[src/rtl/alu_sequencer.sv]
// alu_sequencer: multicycle control FSM for the ALU datapath.
// It accepts one decoded command through a start/done handshake. It then steps the
// operand muxes, the ALU operation and the ALUOut/SP load strobes cycle by cycle.
//
// Ports:
//   CLK           clock, rising edge
//   reset         synchronous active-low reset
//   start         command request (accepted in IDLE)
//   cmd[2:0]      0 ADD, 1 SUB, 2 AND, 3 OR, 4 BEQ, 5 BLE, 6 PUSH, 7 POP
//   cmd_imm       operand-B source: 0 = B, 1 = C (ignored for PUSH/POP)
//   BranchResult  equality result from ALU
//   BLEResult     less-or-equal result from ALU
//   busy          high whenever the FSM is not in IDLE
//   done          one-cycle completion pulse
//   taken         registered compare outcome, valid with done
//   ASA_op[1:0]   A-mux select: 00 A, 01 C, 10 D (SP)
//   ASB_op[1:0]   B-mux select: 00 B, 01 C (immediate / constant 2), 10 D
//   ALU_op[2:0]   ALU operation
//   ALUOutWrite   ALUOut load strobe
//   SpWrite       SP register load strobe
//   pend_full     pending buffer occupied (only with ALU_SEQ_PENDING_EN)
//
// Optional feature macro: ALU_SEQ_PENDING_EN. It adds a one-entry pending command buffer,
// which is filled by a start that arrives while the FSM is busy.
//
// state | meaning
// IDLE  | waiting for start, outputs at reset values
// EXEC  | ALU operation in flight, ALUOut loads for arithmetic/stack
// SPUPD | SP loads ALUOut (PUSH/POP only)
// DONE  | done pulse, taken valid

module alu_sequencer #(
  parameter logic [2:0] ALU_ADD = 3'b000,
  parameter logic [2:0] ALU_SUB = 3'b001,
  parameter logic [2:0] ALU_AND = 3'b010,
  parameter logic [2:0] ALU_OR  = 3'b011,
  parameter logic [2:0] ALU_BEQ = 3'b100,
  parameter logic [2:0] ALU_BLE = 3'b101
) (
  input  logic       CLK,
  input  logic       reset,
  input  logic       start,
  input  logic [2:0] cmd,
  input  logic       cmd_imm,
  input  logic       BranchResult,
  input  logic       BLEResult,
  output logic       busy,
  output logic       done,
  output logic       taken,
  output logic [1:0] ASA_op,
  output logic [1:0] ASB_op,
  output logic [2:0] ALU_op,
  output logic       ALUOutWrite,
  output logic       SpWrite
`ifdef ALU_SEQ_PENDING_EN
  ,
  output logic       pend_full
`endif
);

  typedef enum logic [1:0] {IDLE, EXEC, SPUPD, DONE} state_t;

  state_t     state;
  logic [2:0] cmd_q;
  logic       imm_q;

`ifdef ALU_SEQ_PENDING_EN
  logic [2:0] pend_cmd;
  logic       pend_imm;
`endif

  logic       launch;
  logic [2:0] l_cmd;
  logic       l_imm;

  function automatic logic is_cmp(input logic [2:0] c);
    return (c == 3'd4) || (c == 3'd5);
  endfunction

  function automatic logic is_stack(input logic [2:0] c);
    return c[2] & c[1];
  endfunction

  // EXEC-cycle selects {ASA_op, ASB_op, ALU_op}. These are decoded when a command is
  // accepted, so they are already registered when EXEC begins.
  function automatic logic [6:0] exec_sel(input logic [2:0] c, input logic imm);
    logic [2:0] op;
    if (is_stack(c))
      return {2'b10, 2'b01, (c[0] ? ALU_ADD : ALU_SUB)};
    case (c)
      3'd0:    op = ALU_ADD;
      3'd1:    op = ALU_SUB;
      3'd2:    op = ALU_AND;
      3'd3:    op = ALU_OR;
      3'd4:    op = ALU_BEQ;
      default: op = ALU_BLE;
    endcase
    return {2'b00, (imm ? 2'b01 : 2'b00), op};
  endfunction

  // A command enters EXEC from IDLE on start. With the pending buffer enabled, a command
  // can also enter EXEC directly from DONE. In that case a buffered entry takes priority
  // over a fresh start.
  always_comb begin
    launch = 1'b0;
    l_cmd  = cmd;
    l_imm  = cmd_imm;
    if (state == IDLE) begin
      launch = start;
    end
`ifdef ALU_SEQ_PENDING_EN
    else if (state == DONE) begin
      if (pend_full) begin
        launch = 1'b1;
        l_cmd  = pend_cmd;
        l_imm  = pend_imm;
      end else begin
        launch = start;
      end
    end
`endif
  end

  always_ff @(posedge CLK) begin
    if (!reset) begin
      state       <= IDLE;
      cmd_q       <= 3'd0;
      imm_q       <= 1'b0;
      busy        <= 1'b0;
      done        <= 1'b0;
      taken       <= 1'b0;
      ASA_op      <= 2'b00;
      ASB_op      <= 2'b00;
      ALU_op      <= ALU_ADD;
      ALUOutWrite <= 1'b0;
      SpWrite     <= 1'b0;
`ifdef ALU_SEQ_PENDING_EN
      pend_full   <= 1'b0;
      pend_cmd    <= 3'd0;
      pend_imm    <= 1'b0;
`endif
    end else begin
      done        <= 1'b0;
      ALUOutWrite <= 1'b0;
      SpWrite     <= 1'b0;
      ASA_op      <= 2'b00;
      ASB_op      <= 2'b00;
      ALU_op      <= ALU_ADD;
      if (launch) begin
        state                    <= EXEC;
        cmd_q                    <= l_cmd;
        imm_q                    <= l_imm;
        busy                     <= 1'b1;
        {ASA_op, ASB_op, ALU_op} <= exec_sel(l_cmd, l_imm);
        ALUOutWrite              <= !is_cmp(l_cmd);
        if (!is_cmp(l_cmd))
          taken <= 1'b0;
      end else begin
        case (state)
          IDLE: busy <= 1'b0;
          EXEC: begin
            // The ALU evaluates the compare during EXEC, so its result is sampled here.
            if (is_cmp(cmd_q))
              taken <= (cmd_q == 3'd4) ? BranchResult : BLEResult;
            busy <= 1'b1;
            if (is_stack(cmd_q)) begin
              state   <= SPUPD;
              SpWrite <= 1'b1;
            end else begin
              state <= DONE;
              done  <= 1'b1;
            end
          end
          SPUPD: begin
            state <= DONE;
            busy  <= 1'b1;
            done  <= 1'b1;
          end
          default: begin
            state <= IDLE;
            busy  <= 1'b0;
          end
        endcase
      end
`ifdef ALU_SEQ_PENDING_EN
      if (state == DONE && pend_full) begin
        pend_full <= 1'b0;
      end else if (start && !pend_full && (state == EXEC || state == SPUPD)) begin
        pend_full <= 1'b1;
        pend_cmd  <= cmd;
        pend_imm  <= cmd_imm;
      end
`endif
    end
  end

endmodule
[config.mk]
export PLATFORM = sky130hd
export DESIGN_NAME = alu_sequencer
export DESIGN_NICKNAME = d
export VERILOG_FILES = /design/src/rtl/alu_sequencer.sv
export SDC_FILE = /design/constraint.sdc
export NUM_CORES = 1
export LEC_CHECK = 0
export CAP_MARGIN = 20
export CORE_MARGIN = 4
export CORE_UTILIZATION = 37
export CTS_CLUSTER_SIZE = 16
export DETAILED_ROUTE_END_ITERATION = 10
export GPL_TIMING_DRIVEN = 0
export PLACE_DENSITY = 0.78
export SLEW_MARGIN = 20
export SYNTH_ARGS = -nofsm -noshare
export SYNTH_HDL_FRONTEND = slang
export SYNTH_SLANG_ARGS = --single-unit
[constraint.sdc]
create_clock -name CLK -period 1.2 [get_ports CLK]
set_input_delay 0.18 -clock CLK [delete_from_list [all_inputs] [get_ports CLK]]
set_output_delay 0.18 -clock CLK [all_outputs]
set_load 0.01 [all_outputs]
==> impl_metrics.csv <==
group,metric,value,unit
setup_path,worstReg2RegEnd,"taken$_SDFFE_PN0P_",
place,dpl_cell_area,826,um2
floorplanning,io_pins,21,
power,ir_worst_vdd,0.707,mV
grt,antenna_found_initial,0,
clock_network,cts.reportedPaths.clkPinSlew,90,ps
yosys,yosysWarnings,0,
power,power.internal,0.760,mW
yosys,synth_area,619,um2
floorplanning,start_util,40.2,%
power,p_comb_share,20.3,%
place,portBuffers,18,
floorplanning,die_h,48.9,um
status,run_status,"complete, no violations",
detailed_routing,antenna_left,0,
timing,finalCriticalPeriod,1190,ps
yosys,avgSynthCellArea,9.38,um2
setup_path,worst_setup_path_start_kind,"flop",
setup_path,arrival,1400,ps
power,p_per_area,1200,nW/um2
setup_path,r2r_cells,5,
setup_path,crit_required,1410,ps
timing,slew_violations,0,
layout,drive_gt1_share,20.2,%
detailed_routing,first_iter_violations,7,
setup_path,r2r_setup_slack,10,ps
setup_path,cp_slowest_stage_delay,330,ps
timing,fmax,843,MHz
layout,mostFrequentLayoutCell,"dfxtp_1",
clock_network,cts_setup_buffers,0,
power,sequentialPowerShare,52.8,%
yosys,synthCells,66,
layout,diodes,0,
place,gp_congestion,0.732,
grt,track_usage,11.5,%
timing,setup_viol,0,
yosys,yosysUniqueCellTypes,25,
setup_path,critPathCaptureType,"flop",
layout,layout.nets,102,
worst_hold_path,hold_end,"cmd_q[0]$_SDFFE_PN0P_",
detailed_routing,vias,508,
worst_hold_path,hp-class,"reg2reg",
worst_hold_path,hp-start,"cmd_q[0]$_SDFFE_PN0P_",
floorplanning,row_count,14,
clock_network,cts_inserted_buffers,3,
layout,areaGrowthSynthToFinish,39.4,%
clock_network,clock_path_buffers,2,
grt,overflow,0,
layout,final_area,863,um2
clock_network,root_buffer,"clkbuf_4",
detailed_routing,vias_per_cell,4.84,
setup_path,crit_path_top_delay_cell,"dfxtp_2",
timing,rsz0062_at_grt,"yes",
yosys,yosysSeqAreaShare,48.5,%
timing,finalHoldViolCount,0,
floorplanning,design.core.area,1540,um2
setup_path,path_cells,"inv_1 > ha_2 > nand2_1 > nor3_4 > mux2i_1",
grt,grt_max_degree,11,
yosys,synth_seq_cells,15,
clock_network,cts.sinks,15,
grt,first_global_vias,519,
floorplanning,dieArea,2390,um2
power,clkPwrFrac,27.0,%
grt,grt_pass1_wl,2160,um
place,dp.final_hpwl,960,um
clock_network,cts_tree,"done",
setup_path,regToRegStartpoint,"state[1]$_SDFFE_PP0P_",
timing,fin_crit_sh,98.8,%
layout,final_core_util,56.0,%
clock_network,worstSkewPairLatency,270,ps
power,p_leak,0.379,nW
job,cap_viol_max_count,0,
timing,fin_skew,2.88,ps
power,swShare,26.5,%
clock_network,cts.htree.levels,1,
setup_path,worstSetupPathType,"reg2reg",
layout,most-common-layout-cells,"dfxtp_1 (13), nand2_1 (12), dlygate4sd2_1 (10)",
worst_hold_path,hold_depth,2,
setup_path,crit_start,"state[1]$_SDFFE_PP0P_",
power,switching_power,0.274,mW
setup_path,crit_fanout,3,
detailed_routing,wl_per_cell,12.2,um
detailed_routing,drt-pass1-iter-count,4,
floorplanning,die_w,48.9,um
detailed_routing,wl,1280,um
detailed_routing,drcViolationCount,0,
## area by class of cell
class                           count  area (um2)
Timing Repair Buffer               18         168
Sequential cell                    15         303
Clock buffer                        4        26.3
Fill cell                         143         678
Buffer                              3        22.5
Tap cell                           16        20.0
Inverter                            3        11.3
Multi-Input combinational cell     46         313
## worst max-delay path, delay by kind of cell (launching register included)
family	cells	cell delay (ps)
buffers and inverters	1	100
adder cells (fa/ha/maj)	1	210
multiplexers	1	190
AND/OR/NAND/NOR	2	290
flip-flops	1	330
## metrics by stage
stage / hold slack [ps] / cells / total power, mW / TNS (ps) / worst slack (ps)
after floorplan: 250 / 67 / 0.668 / 0 / 44.2
after global placement: 462 / 101 / 0.749 / -149 / -94.2
after detailed placement: 469 / 101 / 0.755 / -295 / -116
after CTS: 485 / 105 / 1.03 / 0 / 13.0
after global routing: 528 / 105 / 1.10 / -37.7 / -37.7
final: 480 / 105 / 1.03 / 0 / 14.5
## worst max path at each step
stage	end	slack, ps
final	taken$_SDFFE_PN0P_	10
after global routing	taken$_SDFFE_PN0P_	-40
after CTS	taken$_SDFFE_PN0P_	10
after detailed placement	taken$_SDFFE_PN0P_	-120
after global placement	taken$_SDFFE_PN0P_	-90
after floorplan	taken$_SDFFE_PN0P_	40
## sequential cells by signal, indices dropped and copies added (netlist names)
register and cells:
busy 1, done 1, ASA_op 1, ALUOutWrite 1
state 2, ASB_op 1, ALU_op 3, SpWrite 1
cmd_q 3, taken 1
## synth_stat cells
master	number	area share, %
mux2_2	1	1.8
inv_1	3	1.8
nand2_4	1	1.8
nor3_2	1	1.6
conb_1	1	0.61
nor2b_1	1	1.0
nor3_1	1	0.81
a21boi_0	4	4.8
nor2_1	5	3.0
o21ai_0	1	0.81
xor2_1	1	1.4
o22ai_1	1	1.0
and3_2	1	1.2
nor3b_2	1	2.0
ha_1	3	6.1
mux2i_1	1	1.6
o211ai_1	2	2.4
and2_4	1	1.4
buf_4	3	3.6
and2_1	1	1.0
dfxtp_1	15	48
nand3_1	1	0.81
a21oi_1	2	1.6
nand3b_1	1	1.2
nand2_1	13	7.9
## kinds of logic (layout without fill, tap and decap cells)
logic type / Yosys count / after routing / synth area share (%)
AOI/OAI and AO/OA: 10 / 10 / 10.7
adders and majority gates: 3 / 3 / 6.06
muxes: 2 / 2 / 3.43
and+or+nand+nor: 28 / 28 / 23.8
DFF: 15 / 15 / 48.5
buffers and inverters: 6 / 28 / 5.45
xor gates and xnor gates: 1 / 1 / 1.41
other: 1 / 2 / 0.605
## power by group through the flow
stage	Combinational, mW	Sequential, mW	Clock, mW
6_report	0.209	0.545	0.279
3_5_place_dp	0.201	0.554	0
5_1_grt	0.231	0.550	0.318
4_1_cts	0.193	0.544	0.291
2_1_floorplan	0.108	0.560	0
3_3_place_gp	0.196	0.553	0
## per-layer routing
metal / global-route usage (%) / routed length (um)
met1: 13.4 / 578
met2: 18.5 / 643
met3: 3.06 / 37
met4: 6.73 / 20
met5: 0 / 0
## timing repair
item                       in CTS  in global routing
resized for setup              13                  5
hold buffers                    0                  0
setup endpoints to repair      11                  5
pin swaps                       1                  0
Power figures use the tool's default switching activity.
